### src/rtl/mips_mem_pkg.sv
// Shared encodings for the data-memory load/store path: access sizes,
// load/store FSM states and the default memory depth.
package mips_mem_pkg;

   localparam int unsigned MEM_WORDS_DEFAULT = 128;

   typedef logic [1:0] size_t;
   localparam size_t SIZE_BYTE    = 2'b00;
   localparam size_t SIZE_HALF    = 2'b01;
   localparam size_t SIZE_WORD    = 2'b10;
   localparam size_t SIZE_ILLEGAL = 2'b11;

   localparam logic [2:0] ST_IDLE  = 3'd0;
   localparam logic [2:0] ST_LOAD  = 3'd1;
   localparam logic [2:0] ST_MERGE = 3'd2;
   localparam logic [2:0] ST_WRITE = 3'd3;
   localparam logic [2:0] ST_RESP  = 3'd4;

endpackage

### src/rtl/load_store_align.sv
// Little-endian lane handling: extracts and extends a load lane, and merges
// sub-word store data into the current memory word.
module load_store_align
   import mips_mem_pkg::*;
(
   input  logic [1:0]  size_i,
   input  logic        unsigned_i,
   input  logic [1:0]  offset_i,
   input  logic [31:0] rdata_i,
   input  logic [31:0] wdata_i,
   output logic [31:0] load_data_o,
   output logic [31:0] merge_data_o
);

   logic [7:0]  byte_lane;
   logic [15:0] half_lane;

   always_comb begin
      byte_lane = rdata_i[7:0];
      case (offset_i)
         2'd0:    byte_lane = rdata_i[7:0];
         2'd1:    byte_lane = rdata_i[15:8];
         2'd2:    byte_lane = rdata_i[23:16];
         default: byte_lane = rdata_i[31:24];
      endcase
      half_lane = offset_i[1] ? rdata_i[31:16] : rdata_i[15:0];

      load_data_o = rdata_i;
      case (size_i)
         SIZE_BYTE: load_data_o = {{24{~unsigned_i & byte_lane[7]}}, byte_lane};
         SIZE_HALF: load_data_o = {{16{~unsigned_i & half_lane[15]}}, half_lane};
         default:   load_data_o = rdata_i;
      endcase
   end

   always_comb begin
      merge_data_o = rdata_i;
      case (size_i)
         SIZE_BYTE: begin
            case (offset_i)
               2'd0:    merge_data_o[7:0]   = wdata_i[7:0];
               2'd1:    merge_data_o[15:8]  = wdata_i[7:0];
               2'd2:    merge_data_o[23:16] = wdata_i[7:0];
               default: merge_data_o[31:24] = wdata_i[7:0];
            endcase
         end
         SIZE_HALF: begin
            if (offset_i[1]) merge_data_o[31:16] = wdata_i[15:0];
            else             merge_data_o[15:0]  = wdata_i[15:0];
         end
         SIZE_WORD: merge_data_o = wdata_i;
         default:   merge_data_o = rdata_i;
      endcase
   end

endmodule

### src/rtl/load_store_unit.sv
// Single-request load/store unit between the CPU and a word-wide data memory
// with combinational reads; sub-word stores use read-merge-write.
module load_store_unit
   import mips_mem_pkg::*;
#(
   parameter int unsigned MEM_WORDS = MEM_WORDS_DEFAULT
) (
   input  logic        clk,
   input  logic        rst,
   input  logic        req_valid,
   output logic        req_ready,
   input  logic        req_write,
   input  logic [1:0]  req_size,
   input  logic        req_unsigned,
   input  logic [31:0] req_addr,
   input  logic [31:0] req_wdata,
   output logic        resp_valid,
   output logic [31:0] resp_rdata,
   output logic        resp_error,
   output logic [31:0] mem_addr,
   output logic        mem_write,
   output logic [31:0] mem_wdata,
   input  logic [31:0] mem_rdata
);

   logic [2:0]  state_q, state_d;
   logic [1:0]  size_q, size_d;
   logic        uns_q, uns_d;
   logic [1:0]  off_q, off_d;
   logic [31:0] mem_addr_q, mem_addr_d;
   logic [31:0] mem_wdata_q, mem_wdata_d;
   logic        mem_write_q, mem_write_d;
   logic        resp_valid_q, resp_valid_d;
   logic        resp_error_q, resp_error_d;
   logic [31:0] resp_rdata_q, resp_rdata_d;

   logic        req_err;
   logic [31:0] load_data;
   logic [31:0] merge_data;

   // mem_wdata_q still holds the raw store data while in MERGE
   load_store_align u_align (
      .size_i      (size_q),
      .unsigned_i  (uns_q),
      .offset_i    (off_q),
      .rdata_i     (mem_rdata),
      .wdata_i     (mem_wdata_q),
      .load_data_o (load_data),
      .merge_data_o(merge_data)
   );

   always_comb begin
      req_err = (req_size == SIZE_ILLEGAL)
              || ((req_size == SIZE_HALF) && req_addr[0])
              || ((req_size == SIZE_WORD) && (req_addr[1:0] != 2'b00))
              || ({2'b00, req_addr[31:2]} >= MEM_WORDS);
   end

   always_comb begin
      state_d      = state_q;
      size_d       = size_q;
      uns_d        = uns_q;
      off_d        = off_q;
      mem_addr_d   = mem_addr_q;
      mem_wdata_d  = mem_wdata_q;
      mem_write_d  = 1'b0;
      resp_valid_d = 1'b0;
      resp_error_d = resp_error_q;
      resp_rdata_d = resp_rdata_q;
      case (state_q)
         ST_IDLE: begin
            if (req_valid) begin
               size_d       = req_size;
               uns_d        = req_unsigned;
               off_d        = req_addr[1:0];
               mem_addr_d   = {2'b00, req_addr[31:2]};
               mem_wdata_d  = req_wdata;
               resp_rdata_d = 32'h0;
               resp_error_d = req_err;
               if (req_err) begin
                  state_d      = ST_RESP;
                  resp_valid_d = 1'b1;
               end else if (!req_write) begin
                  state_d = ST_LOAD;
               end else if (req_size == SIZE_WORD) begin
                  state_d     = ST_WRITE;
                  mem_write_d = 1'b1;
               end else begin
                  state_d = ST_MERGE;
               end
            end
         end
         ST_LOAD: begin
            resp_rdata_d = load_data;
            resp_valid_d = 1'b1;
            state_d      = ST_RESP;
         end
         ST_MERGE: begin
            mem_wdata_d = merge_data;
            mem_write_d = 1'b1;
            state_d     = ST_WRITE;
         end
         ST_WRITE: begin
            resp_valid_d = 1'b1;
            state_d      = ST_RESP;
         end
         default: state_d = ST_IDLE;
      endcase
   end

   always_ff @(posedge clk or negedge rst) begin
      if (!rst) begin
         state_q      <= ST_IDLE;
         size_q       <= SIZE_BYTE;
         uns_q        <= 1'b0;
         off_q        <= 2'b00;
         mem_addr_q   <= 32'h0;
         mem_wdata_q  <= 32'h0;
         mem_write_q  <= 1'b0;
         resp_valid_q <= 1'b0;
         resp_error_q <= 1'b0;
         resp_rdata_q <= 32'h0;
      end else begin
         state_q      <= state_d;
         size_q       <= size_d;
         uns_q        <= uns_d;
         off_q        <= off_d;
         mem_addr_q   <= mem_addr_d;
         mem_wdata_q  <= mem_wdata_d;
         mem_write_q  <= mem_write_d;
         resp_valid_q <= resp_valid_d;
         resp_error_q <= resp_error_d;
         resp_rdata_q <= resp_rdata_d;
      end
   end

   assign req_ready  = (state_q == ST_IDLE);
   assign resp_valid = resp_valid_q;
   assign resp_rdata = resp_rdata_q;
   assign resp_error = resp_error_q;
   assign mem_addr   = mem_addr_q;
   assign mem_write  = mem_write_q;
   assign mem_wdata  = mem_wdata_q;

endmodule
### config.mk
export PLATFORM = sky130hd
export DESIGN_NAME = load_store_unit
export DESIGN_NICKNAME = d
export VERILOG_FILES = /design/src/rtl/mips_mem_pkg.sv /design/src/rtl/load_store_align.sv /design/src/rtl/load_store_unit.sv
export SDC_FILE = /design/constraint.sdc
export NUM_CORES = 1
export LEC_CHECK = 0
export ABC_AREA = 1
export CAP_MARGIN = 30
export CORE_MARGIN = 2
export CORE_UTILIZATION = 43
export CTS_CLUSTER_DIAMETER = 200
export CTS_CLUSTER_SIZE = 8
export DETAILED_ROUTE_END_ITERATION = 12
export PLACE_DENSITY_LB_ADDON = 0.05
export RECOVER_POWER = 50
export SYNTH_ARGS = -nofsm -noshare
export SYNTH_HDL_FRONTEND = slang
export SYNTH_HIERARCHICAL = 1
export SYNTH_SLANG_ARGS = --single-unit
### constraint.sdc
create_clock -name clk -period 2 [get_ports clk]
set_clock_uncertainty 0.15 [all_clocks]
set_input_delay 0.4 -clock clk [delete_from_list [all_inputs] [get_ports clk]]
set_output_delay 0.4 -clock clk [all_outputs]
set_load 0.01 [all_outputs]
==> reports/qor.csv <==
metric,value,unit
rsz0062_at_grt,no,
drv_slew,0,
fin_crit_sh,98.5,%
fp.coreArea,0.0145,mm^2
maxCapViolCount,0,
gp_congestion,0.973,
clockBufferDepth,2,
p_sw_share,33.4,%
clk_latency,0.36,ns
ir_worst_vdd,0.465,mV
critPathMaxFanout,7,
cts_max_level,3,
grt_overflow_total,0,
cts_made_buffers,9,
crit_path_top_delay_cell,clkdlybuf4s50_1,
cp-end-kind,output port,
leakage,4.29,nW
grt_max_degree,92,
min_path_type,register to register,
die-height,126,um
start_util,44.1,%
synth_common_cells,"nand2_1 (342), nand3_1 (117), dfrtp_1 (105), inv_1 (84), o21ai_0 (53)",
yosysMostFrequentCell,nand2_1,
cpPeakStageDelay,0.59,ns
synth-edff-count,0,
drive_gt1_share,8.71,%
netlist_area,0.00640,mm^2
area_growth_syn_to_layout,39.8,%
nets,1212,
via_count,6758,
root_buffer,clkbuf_16,
clkSinkCount,105,
period_needed,1.97,ns
place_hpwl,15500,um
clk_transition_reported_paths,0.07,ns
power_density,721,mW/mm^2
antenna_cells,0,
fp.dieW,126,um
avgViaCountPerCell,5.21,
hold_viol_final,0,
drc,0,
dieArea,0.0159,mm^2
yosys.area.top_type_share,41.0,%
cp.required,1.45,ns
io_pins,203,
grt_first_pass_wirelength,33600,um
synth.yosys.seq_area_share,41.0,%
yosys_register_bits,105,
timing_worst_setup_path_type,register to output port,
wirelength,20700,um
first_pass_iters,5,
clock_power_share,29.0,%
syn_avg_cell_area,7.11,um^2
postCtsSetupRepairBufs,0,
synth.distinct_cells,29,
hold_ws,0.330,ns
path_cells,clkdlybuf4s50_1,
synthArstFlopShare,100,%
power_switching,2.16,mW
syn_inst,901,
yosysTopAreaCell,dfrtp_1,
drtIter0Drc,604,
power,6.45,mW
reg2reg_slack,0.15,ns
track_usage,26.5,%
crit_buf_inv,1,
wire_per_inst,16.0,um
critPathLaunchType,register,
grt_pass1_vias,6313,
share_comb_of_total_power,32.3,%
critPathTopFamily,buffers and inverters,
rows,44,
crit_arrival,1.42,ns
seq_power_share,38.6,%
slew_headroom,38.0,%
outcome,finished clean,
detail-route-antenna-nets,0,
power.internal,4.30,mW
synth_flop_cell,dfrtp_1,
antenna_found_initial,0,
setup_viol,0,
cts_tree,built,
worst_pin_slew,0.930,ns
synth.area.top_cells,"dfrtp_1 (41%), nand2_1 (20%), nand3_1 (9.1%)",
yosysWarnings,6,
clock.fmax,507,MHz
io_buffers,200,
[cell type report]
cell class / instances / area (um^2)
Sequential cell: 105 / 2630
Clock buffer: 11 / 253
Inverter: 95 / 362
Timing Repair Buffer: 248 / 2420
Clock inverter: 5 / 60.1
Multi-Input combinational cell: 650 / 2990
Fill cell: 1407 / 5580
Tap cell: 184 / 230
[per-stage QoR]
stage	cell area [um^2]	setup WS, ns	std cells	util [%]	setup TNS [ns]
2_1_floorplan	6410	0.460	902	-	0
3_3_place_gp	8690	-0.0143	1280	59.8	-0.0283
3_5_place_dp	8690	-0.0652	1280	59.8	-0.267
4_1_cts	9020	0.000702	1297	62.0	0
5_1_grt	8950	0.000540	1298	61.6	0
6_report	8950	0.0290	1298	61.6	0
[power groups by stage]
stage                     logic (mW)  clock network (mW)  registers [mW]
after detailed placement        2.10                   0            2.53
after floorplan                 1.09                   0            2.55
final                           2.09                1.87            2.49
after CTS                       2.11                1.91            2.49
after global placement          2.09                   0            2.53
after global routing            2.30                2.00            2.52
[logic make-up after synthesis]
| logic type | Yosys count | share of synthesized area, % |
|---|---|---|
| AO/OA/AOI/OAI | 139 | 13.2 |
| AND/OR/NAND/NOR | 508 | 34.0 |
| buffers and inverters | 148 | 11.6 |
| other | 1 | 0.0586 |
| flip-flops | 105 | 41.0 |
[layout by cell type (no fill, tap or decap), types with 2 or more instances in the layout]
cell type and count:
o21ai_2 3, conb_1 2, buf_12 5, o211ai_1 23
a21oi_1 24, nor2_1 20, nand3_1 117, dfrtp_2 4
dlygate4sd3_1 6, clkbuf_2 2, clkbuf_8 2, clkbuf_16 9
inv_6 2, a21boi_1 3, nand2_2 3, nor2_4 4
nand2_1 341, o21ai_1 11, nand2_4 2, o21ai_0 75
inv_2 7, inv_1 86, inv_4 2, nand3_4 2
buf_4 40, clkdlybuf4s50_1 193, dfrtp_1 101, nand3_2 3
nand4_1 13
[flip-flops by register name, summed over array words and instances, names as in the netlist]
register	count
state_q	3
mem_wdata	32
resp_valid	1
uns_q	1
mem_write	1
resp_rdata	32
size_q	2
mem_addr	30
off_q	2
resp_error	1
[per-layer routing]
layer / share of wire, % / track usage (%) / routed length, um / vias up
li1: - / - / - / 3329
met1: 45 / 39.6 / 9330 / 3072
met2: 44 / 38.7 / 9080 / 323
met3: 9.4 / 4.84 / 1940 / 34
met4: 1.9 / 8.60 / 392 / 0
met5: 0 / 0 / 0 / -
[timing repair]
item / 4_1_cts / 5_1_grt
cloned: 0 / 1
hold buffers: 1 / 0
setup endpoints to repair: 4 / 9
gates resized for setup: 5 / 4
endpoints found under the hold margin: 33 / 0
[worst paths after layout]
path / startpoint / to / depth (start not counted)
worst max-delay path: mem_wdata[6]$_DFFE_PN0P_ / mem_wdata[6] / 1
worst min-delay path: resp_error$_DFFE_PN0P_ / resp_error$_DFFE_PN0P_ / 2
worst max register to register: size_q[0]$_DFFE_PN0P_ / mem_wdata[14]$_DFFE_PN0P_ / 7
worst min register to register: resp_error$_DFFE_PN0P_ / resp_error$_DFFE_PN0P_ / 2
max in group asynchronous: rst / mem_wdata[0]$_DFFE_PN0P_ / 3
min in group asynchronous: rst / mem_addr[16]$_DFFE_PN0P_ / 2
Power figures use the tool's default switching activity.
